### src/rtl/mdio_phy_responder.sv
// Clause 22 MDIO target: oversamples MDC/MDIO, decodes frames for PHY_ADDR, strobes a local register port.
// Strobes 1 clk after the deciding MDC rise; read data driven on MDC falls; no backpressure on the register port.
module mdio_phy_responder #(
    parameter logic [4:0] PHY_ADDR     = 5'd1,
    parameter int         PREAMBLE_LEN = 32,
    parameter int         SYNC_STAGES  = 2
) (
    input  logic        clk_50_max10,
    input  logic        fpga_resetn,
    input  logic        mdc,
    input  logic        mdio_in,
    output logic        mdio_out,
    output logic        mdio_oen,
    output logic [4:0]  reg_addr,
    output logic        reg_rd,
    input  logic [15:0] reg_rd_data,
    output logic        reg_wr,
    output logic [15:0] reg_wr_data,
    output logic        busy,
    output logic        frame_err
);

    localparam int             CW      = $clog2(PREAMBLE_LEN + 1);
    localparam logic [CW-1:0]  PRE_MAX = CW'(PREAMBLE_LEN);

    typedef enum logic [2:0] {
        S_PRE,
        S_ST,
        S_OP,
        S_PA,
        S_RA,
        S_RD,
        S_WR_TA,
        S_WR_DATA
    } state_t;

    // Synchronizers reset to 1 so an idle-high bus does not fake a rise after reset.
    logic [SYNC_STAGES-1:0] r_mdc_sync;
    logic [SYNC_STAGES-1:0] r_mdio_sync;
    logic                   r_mdc_prev;

    logic w_mdc;
    logic w_mdio;
    logic w_rise;
    logic w_fall;

    assign w_mdc  = r_mdc_sync[SYNC_STAGES-1];
    assign w_mdio = r_mdio_sync[SYNC_STAGES-1];
    assign w_rise = w_mdc & ~r_mdc_prev;
    assign w_fall = ~w_mdc & r_mdc_prev;

    always_ff @(posedge clk_50_max10 or negedge fpga_resetn) begin
        if (!fpga_resetn) begin
            r_mdc_sync  <= '1;
            r_mdio_sync <= '1;
            r_mdc_prev  <= 1'b1;
        end else begin
            r_mdc_sync  <= {r_mdc_sync[SYNC_STAGES-2:0], mdc};
            r_mdio_sync <= {r_mdio_sync[SYNC_STAGES-2:0], mdio_in};
            r_mdc_prev  <= w_mdc;
        end
    end

    state_t         r_state;
    logic [CW-1:0]  r_pre_cnt;
    logic [3:0]     r_bcnt;
    logic [4:0]     r_fcnt;
    logic           r_op_msb;
    logic           r_is_read;
    logic [4:0]     r_pa;
    logic [4:0]     r_ra;
    logic [15:0]    r_shift;
    logic           r_mdio_out;
    logic           r_mdio_oen;
    logic [4:0]     r_reg_addr;
    logic           r_reg_rd;
    logic           r_reg_wr;
    logic [15:0]    r_reg_wr_data;
    logic           r_busy;
    logic           r_frame_err;

    logic [4:0]     w_ra_next;
    logic [15:0]    w_shift_in;

    assign w_ra_next  = {r_ra[3:0], w_mdio};
    assign w_shift_in = {r_shift[14:0], w_mdio};

    always_ff @(posedge clk_50_max10 or negedge fpga_resetn) begin
        if (!fpga_resetn) begin
            r_state       <= S_PRE;
            r_pre_cnt     <= '0;
            r_bcnt        <= '0;
            r_fcnt        <= '0;
            r_op_msb      <= 1'b0;
            r_is_read     <= 1'b0;
            r_pa          <= '0;
            r_ra          <= '0;
            r_shift       <= '0;
            r_mdio_out    <= 1'b1;
            r_mdio_oen    <= 1'b1;
            r_reg_addr    <= '0;
            r_reg_rd      <= 1'b0;
            r_reg_wr      <= 1'b0;
            r_reg_wr_data <= '0;
            r_busy        <= 1'b0;
            r_frame_err   <= 1'b0;
        end else begin
            r_reg_rd    <= 1'b0;
            r_reg_wr    <= 1'b0;
            r_frame_err <= 1'b0;

            case (r_state)
                S_PRE: begin
                    if (w_rise) begin
                        if (w_mdio) begin
                            if (r_pre_cnt != PRE_MAX) begin
                                r_pre_cnt <= r_pre_cnt + 1'b1;
                            end
                        end else if (r_pre_cnt == PRE_MAX) begin
                            // This 0 is the first ST bit.
                            r_state   <= S_ST;
                            r_busy    <= 1'b1;
                            r_pre_cnt <= '0;
                        end else begin
                            r_pre_cnt <= '0;
                        end
                    end
                end

                S_ST: begin
                    if (w_rise) begin
                        if (w_mdio) begin
                            r_state <= S_OP;
                            r_bcnt  <= '0;
                        end else begin
                            r_frame_err <= 1'b1;
                            r_state     <= S_PRE;
                            r_busy      <= 1'b0;
                            r_pre_cnt   <= '0;
                        end
                    end
                end

                S_OP: begin
                    if (w_rise) begin
                        if (r_bcnt == 4'd0) begin
                            r_op_msb <= w_mdio;
                            r_bcnt   <= 4'd1;
                        end else if ({r_op_msb, w_mdio} == 2'b10 || {r_op_msb, w_mdio} == 2'b01) begin
                            r_is_read <= r_op_msb;
                            r_state   <= S_PA;
                            r_bcnt    <= '0;
                        end else begin
                            r_frame_err <= 1'b1;
                            r_state     <= S_PRE;
                            r_busy      <= 1'b0;
                            r_pre_cnt   <= '0;
                        end
                    end
                end

                S_PA: begin
                    if (w_rise) begin
                        r_pa <= {r_pa[3:0], w_mdio};
                        if (r_bcnt == 4'd4) begin
                            r_state <= S_RA;
                            r_bcnt  <= '0;
                        end else begin
                            r_bcnt <= r_bcnt + 1'b1;
                        end
                    end
                end

                S_RA: begin
                    if (w_rise) begin
                        r_ra <= w_ra_next;
                        if (r_bcnt == 4'd4) begin
                            r_reg_addr <= w_ra_next;
                            r_bcnt     <= '0;
                            r_fcnt     <= '0;
                            if (r_pa != PHY_ADDR) begin
                                r_state   <= S_PRE;
                                r_busy    <= 1'b0;
                                r_pre_cnt <= '0;
                            end else if (r_is_read) begin
                                r_reg_rd <= 1'b1;
                                r_state  <= S_RD;
                            end else begin
                                r_state <= S_WR_TA;
                            end
                        end else begin
                            r_bcnt <= r_bcnt + 1'b1;
                        end
                    end
                end

                S_RD: begin
                    // r_fcnt holds the number of falls already seen since the last RA rise.
                    if (r_reg_rd) begin
                        r_shift <= reg_rd_data;
                    end else if (w_fall) begin
                        r_fcnt <= r_fcnt + 1'b1;
                        if (r_fcnt == 5'd1) begin
                            r_mdio_oen <= 1'b0;
                            r_mdio_out <= 1'b0;
                        end else if (r_fcnt >= 5'd2 && r_fcnt <= 5'd17) begin
                            r_mdio_out <= r_shift[15];
                            r_shift    <= {r_shift[14:0], 1'b0};
                        end else if (r_fcnt == 5'd18) begin
                            r_mdio_oen <= 1'b1;
                            r_mdio_out <= 1'b1;
                            r_state    <= S_PRE;
                            r_busy     <= 1'b0;
                            r_pre_cnt  <= '0;
                        end
                    end
                end

                S_WR_TA: begin
                    if (w_rise) begin
                        if (r_bcnt == 4'd1) begin
                            r_state <= S_WR_DATA;
                            r_bcnt  <= '0;
                        end else begin
                            r_bcnt <= r_bcnt + 1'b1;
                        end
                    end
                end

                S_WR_DATA: begin
                    if (w_rise) begin
                        r_shift <= w_shift_in;
                        if (r_bcnt == 4'd15) begin
                            r_reg_wr_data <= w_shift_in;
                            r_reg_wr      <= 1'b1;
                            r_state       <= S_PRE;
                            r_busy        <= 1'b0;
                            r_pre_cnt     <= '0;
                            r_bcnt        <= '0;
                        end else begin
                            r_bcnt <= r_bcnt + 1'b1;
                        end
                    end
                end

                default: begin
                    r_state    <= S_PRE;
                    r_busy     <= 1'b0;
                    r_pre_cnt  <= '0;
                    r_mdio_oen <= 1'b1;
                    r_mdio_out <= 1'b1;
                end
            endcase
        end
    end

    assign mdio_out    = r_mdio_out;
    assign mdio_oen    = r_mdio_oen;
    assign reg_addr    = r_reg_addr;
    assign reg_rd      = r_reg_rd;
    assign reg_wr      = r_reg_wr;
    assign reg_wr_data = r_reg_wr_data;
    assign busy        = r_busy;
    assign frame_err   = r_frame_err;

endmodule

### config.mk
export PLATFORM = sky130hd
export DESIGN_NAME = mdio_phy_responder
export DESIGN_NICKNAME = d
export VERILOG_FILES = /design/src/rtl/mdio_phy_responder.sv
export SDC_FILE = /design/constraint.sdc
export NUM_CORES = 1
export LEC_CHECK = 0
export BUFFER_PORTS_ARGS = -buffer_cell sky130_fd_sc_hd__buf_4
export CAP_MARGIN = 20
export CORE_MARGIN = 2
export CORE_UTILIZATION = 60
export DETAILED_ROUTE_END_ITERATION = 8
export GPL_TIMING_DRIVEN = 0
export PLACE_DENSITY = 0.93
export SLEW_MARGIN = 40
export SYNTH_ARGS = -nofsm -noshare
export SYNTH_HDL_FRONTEND = slang
export SYNTH_SLANG_ARGS = --single-unit
### constraint.sdc
create_clock -name clk_50_max10 -period 5.2 [get_ports clk_50_max10]
set_input_delay 1.04 -clock clk_50_max10 [delete_from_list [all_inputs] [get_ports clk_50_max10]]
set_output_delay 1.04 -clock clk_50_max10 [all_outputs]
set_load 0.01 [all_outputs]
==> impl_metrics.ini <==
[die]
ios = 47
fp.dieW_um = 83.4
core.rowCount = 28
start_util_pct = 62.8
dieArea_sq_um = 6960
core-area_sq_um = 6030
fp.dieH_um = 83.4

[global_route]
grt-ovfl-total = 0
grt_pass1_vias = 3126
antenna_found_initial = 0
grt_pass1_wl_um = 14900
grt_use_total_pct = 26.9
grt_start_max_net_pins = 78

[placement]
dp_cells = 469
place_ws_ns = 2.59
portBuffers = 46
hpwl_um = 5970
gp_congestion = 0.882

[cts]
clk_path_buf_depth = 2
clkTransAtPathRegs_ns = 0.08
clk_latency_ns = 0.36
cts_sinks = 77
cts-root-buf = clkbuf_8
cts_made_buffers = 9
tritoncts = yes
ctsResizeCount = 0
post_cts_buffers = 0
cts_max_level = 3
hold_buffers = 0

[setup_path]
cpPeakStageDelay_ns = 0.54
cp-end-kind = register
crit_type = reg -> reg
crit_slowest_cell = nor3b_1
crit_cells = 8
r2r_cells = 8
cpLargestDelayFamily = simple AND/OR/NAND/NOR gates
crit_path_start_kind = register
worstPathRequired_ns = 5.44
critPathBufInv = 1
worstPathArrival_ns = 2.91
path_cells = inv_1, ha_1, nor3b_1, and3_1, a311oi_1, nand4_2, mux2_1, or3b_1
crit_fanout = 5

[timing]
hold_viol = 0
setup_tns_ns = 0
layout_setup_ws_ns = 2.53
worst_clock_skew_ns = 0.0109
hold_slack_ns = 0.358
fmax_ghz = 0.374
slew_headroom_pct = 48.3
setup_viol = 0
period_share_pct = 51.4
tightest_slew_ns = 0.769
grt_setup_unrepaired = false
maxSlewViolCount = 0
min_period_ns = 2.67

[drt]
first_pass_iters = 4
routed_wl_um = 8860
drtIter0Drc = 258
num_vias = 2972
vias_per_cell = 6.13
drc_errors = 0
antenna_left = 0
wl_per_cell_um = 18.3

[layout]
fin_cells = 485
drive_gt1_share_pct = 28.8
fin_nets = 433
nFillCells = 418
area_growth_pct = 18.1
diodes = 0

[synth]
ys_ff_latch = 77
ys_warn_count = 0
yosys.area.top_type = dfrtp_1
synth_common_cells = dfrtp_1, nor2_1, mux2_2, a21oi_1, o21ai_0
yosysMostFrequentCell = dfrtp_1
synth.top_cell.area_share_pct = 46.3
synth_flop_cell = dfrtp_1
synth-seq-area-share_pct = 51.1
synthArstFlopShare_pct = 100
netlist_area_sq_um = 3780
ys_types = 54
synth_area_leaders = dfrtp_1, mux2_2, dfstp_2
avgSynthCellArea_sq_um = 10.9
syn_nets = 376
synth_edf_count = 0
synthCells = 348

[pwr]
p_leak_nw = 2.13
powerDensity_nw_per_um2 = 269
ir_worst_vdd_mv = 0.232

[status]
outcome = complete, no violations

[worst_hold_path]
hold_class = reg -> reg
min_path_cells = 0

[flow_run]
max_cap_violations = 0
-- through the flow --
step / utilization [%] / cell area (sq um) / power [W]
2_1_floorplan: - / 3780 / 0.000638
3_3_place_gp: 70.1 / 4220 / 0.000665
3_5_place_dp: 70.2 / 4230 / 0.000668
4_1_cts: 74.1 / 4470 / 0.00121
5_1_grt: 74.2 / 4470 / 0.00124
6_report: 74.2 / 4470 / 0.00120
-- logic make-up after synthesis --
group                    count (synthesis)  share of synthesized area (%)
AO/OA/AOI/OAI                           78                           13.2
XOR/XNOR                                 4                          0.926
adder cells (fa/ha/maj)                  8                           2.64
buffers and inverters                   27                           2.98
flip-flops                              77                           51.1
multiplexers                            48                           13.9
AND/OR/NAND/NOR                        106                           15.2
-- placed cells by master, fill, tap and decap left out, types with 3 or more instances in the layout --
cell and count:
a21oi_1 23, nand2b_1 3, o31ai_1 5, dfstp_2 7, or3_1 4, xor2_1 4
inv_1 11, nand2_1 14, buf_2 6, nor4_1 3, nor2_1 32, nand4_1 3
nor3_1 8, nor2b_1 6, nor3b_1 4, bufinv_16 3, mux2_2 31, mux2i_1 15
o21ai_0 23, a31oi_1 5, clkbuf_1 9, dfrtp_1 70, and3_1 6, buf_4 46
clkbuf_8 9, ha_1 8, nor4b_1 4, nand3_1 8
-- worst reg2reg max path: stages, from the launching register on --
cell      delay [ns]
dfrtp_1         0.44
inv_1           0.11
ha_1            0.19
nor3b_1         0.54
and3_1          0.33
a311oi_1        0.08
nand4_2         0.17
mux2_1          0.32
or3b_1          0.38
-- registers in the layout, summed over array words and instances, names as in the netlist, 2 cells and up --
signal,count
r_shift,16
r_mdc_sync,2
r_mdio_sync,2
reg_addr,5
r_pre_cnt,6
r_bcnt,4
r_pa,5
reg_wr_data,16
r_ra,4
r_state,3
r_fcnt,5
-- layout make-up --
class	instances	area (sq um)	share of cell area [%]
sequential	77	1940	43.3
clock buffer	10	128	2.85
timing repair buffer	46	349	7.81
multi-input combinational	244	1740	38.9
inverter	12	45.0	1.01
clock inverter	6	111	2.49
tap	75	93.8	2.10
buffer	15	67.6	1.51
-- worst paths after layout --
kind,from,end,slack [ns]
min in group asynchronous,fpga_resetn,reg_addr[1],0.69
worst min register to register,r_mdio_sync[0],r_mdio_sync[1],0.36
worst max-delay path,r_bcnt[0],r_state[2],2.53
worst min-delay path,r_mdio_sync[0],r_mdio_sync[1],0.36
worst max register to register,r_bcnt[0],r_state[2],2.53
max in group asynchronous,fpga_resetn,r_bcnt[1],4.04
-- report_power, final --
part / switching (W) / internal (W) / leakage (nW)
Sequential: 0.00000670 / 0.000605 / 0.966
Combinational: 0.0000263 / 0.0000177 / 1.05
Clock: 0.000226 / 0.000320 / 0.117
-- metal layers --
layer / wire [um] / part of all wire (%) / global-route usage, % / vias up
met3: 518 / 5.8 / 5.27 / 17
met2: 4610 / 52 / 45.6 / 100
met4: 187 / 2.1 / 11.3 / 0
met1: 3550 / 40 / 33.8 / 1484
met5: 0 / 0 / 0 / -
li1: - / - / - / 1371
(Power assumes the default switching activity.)
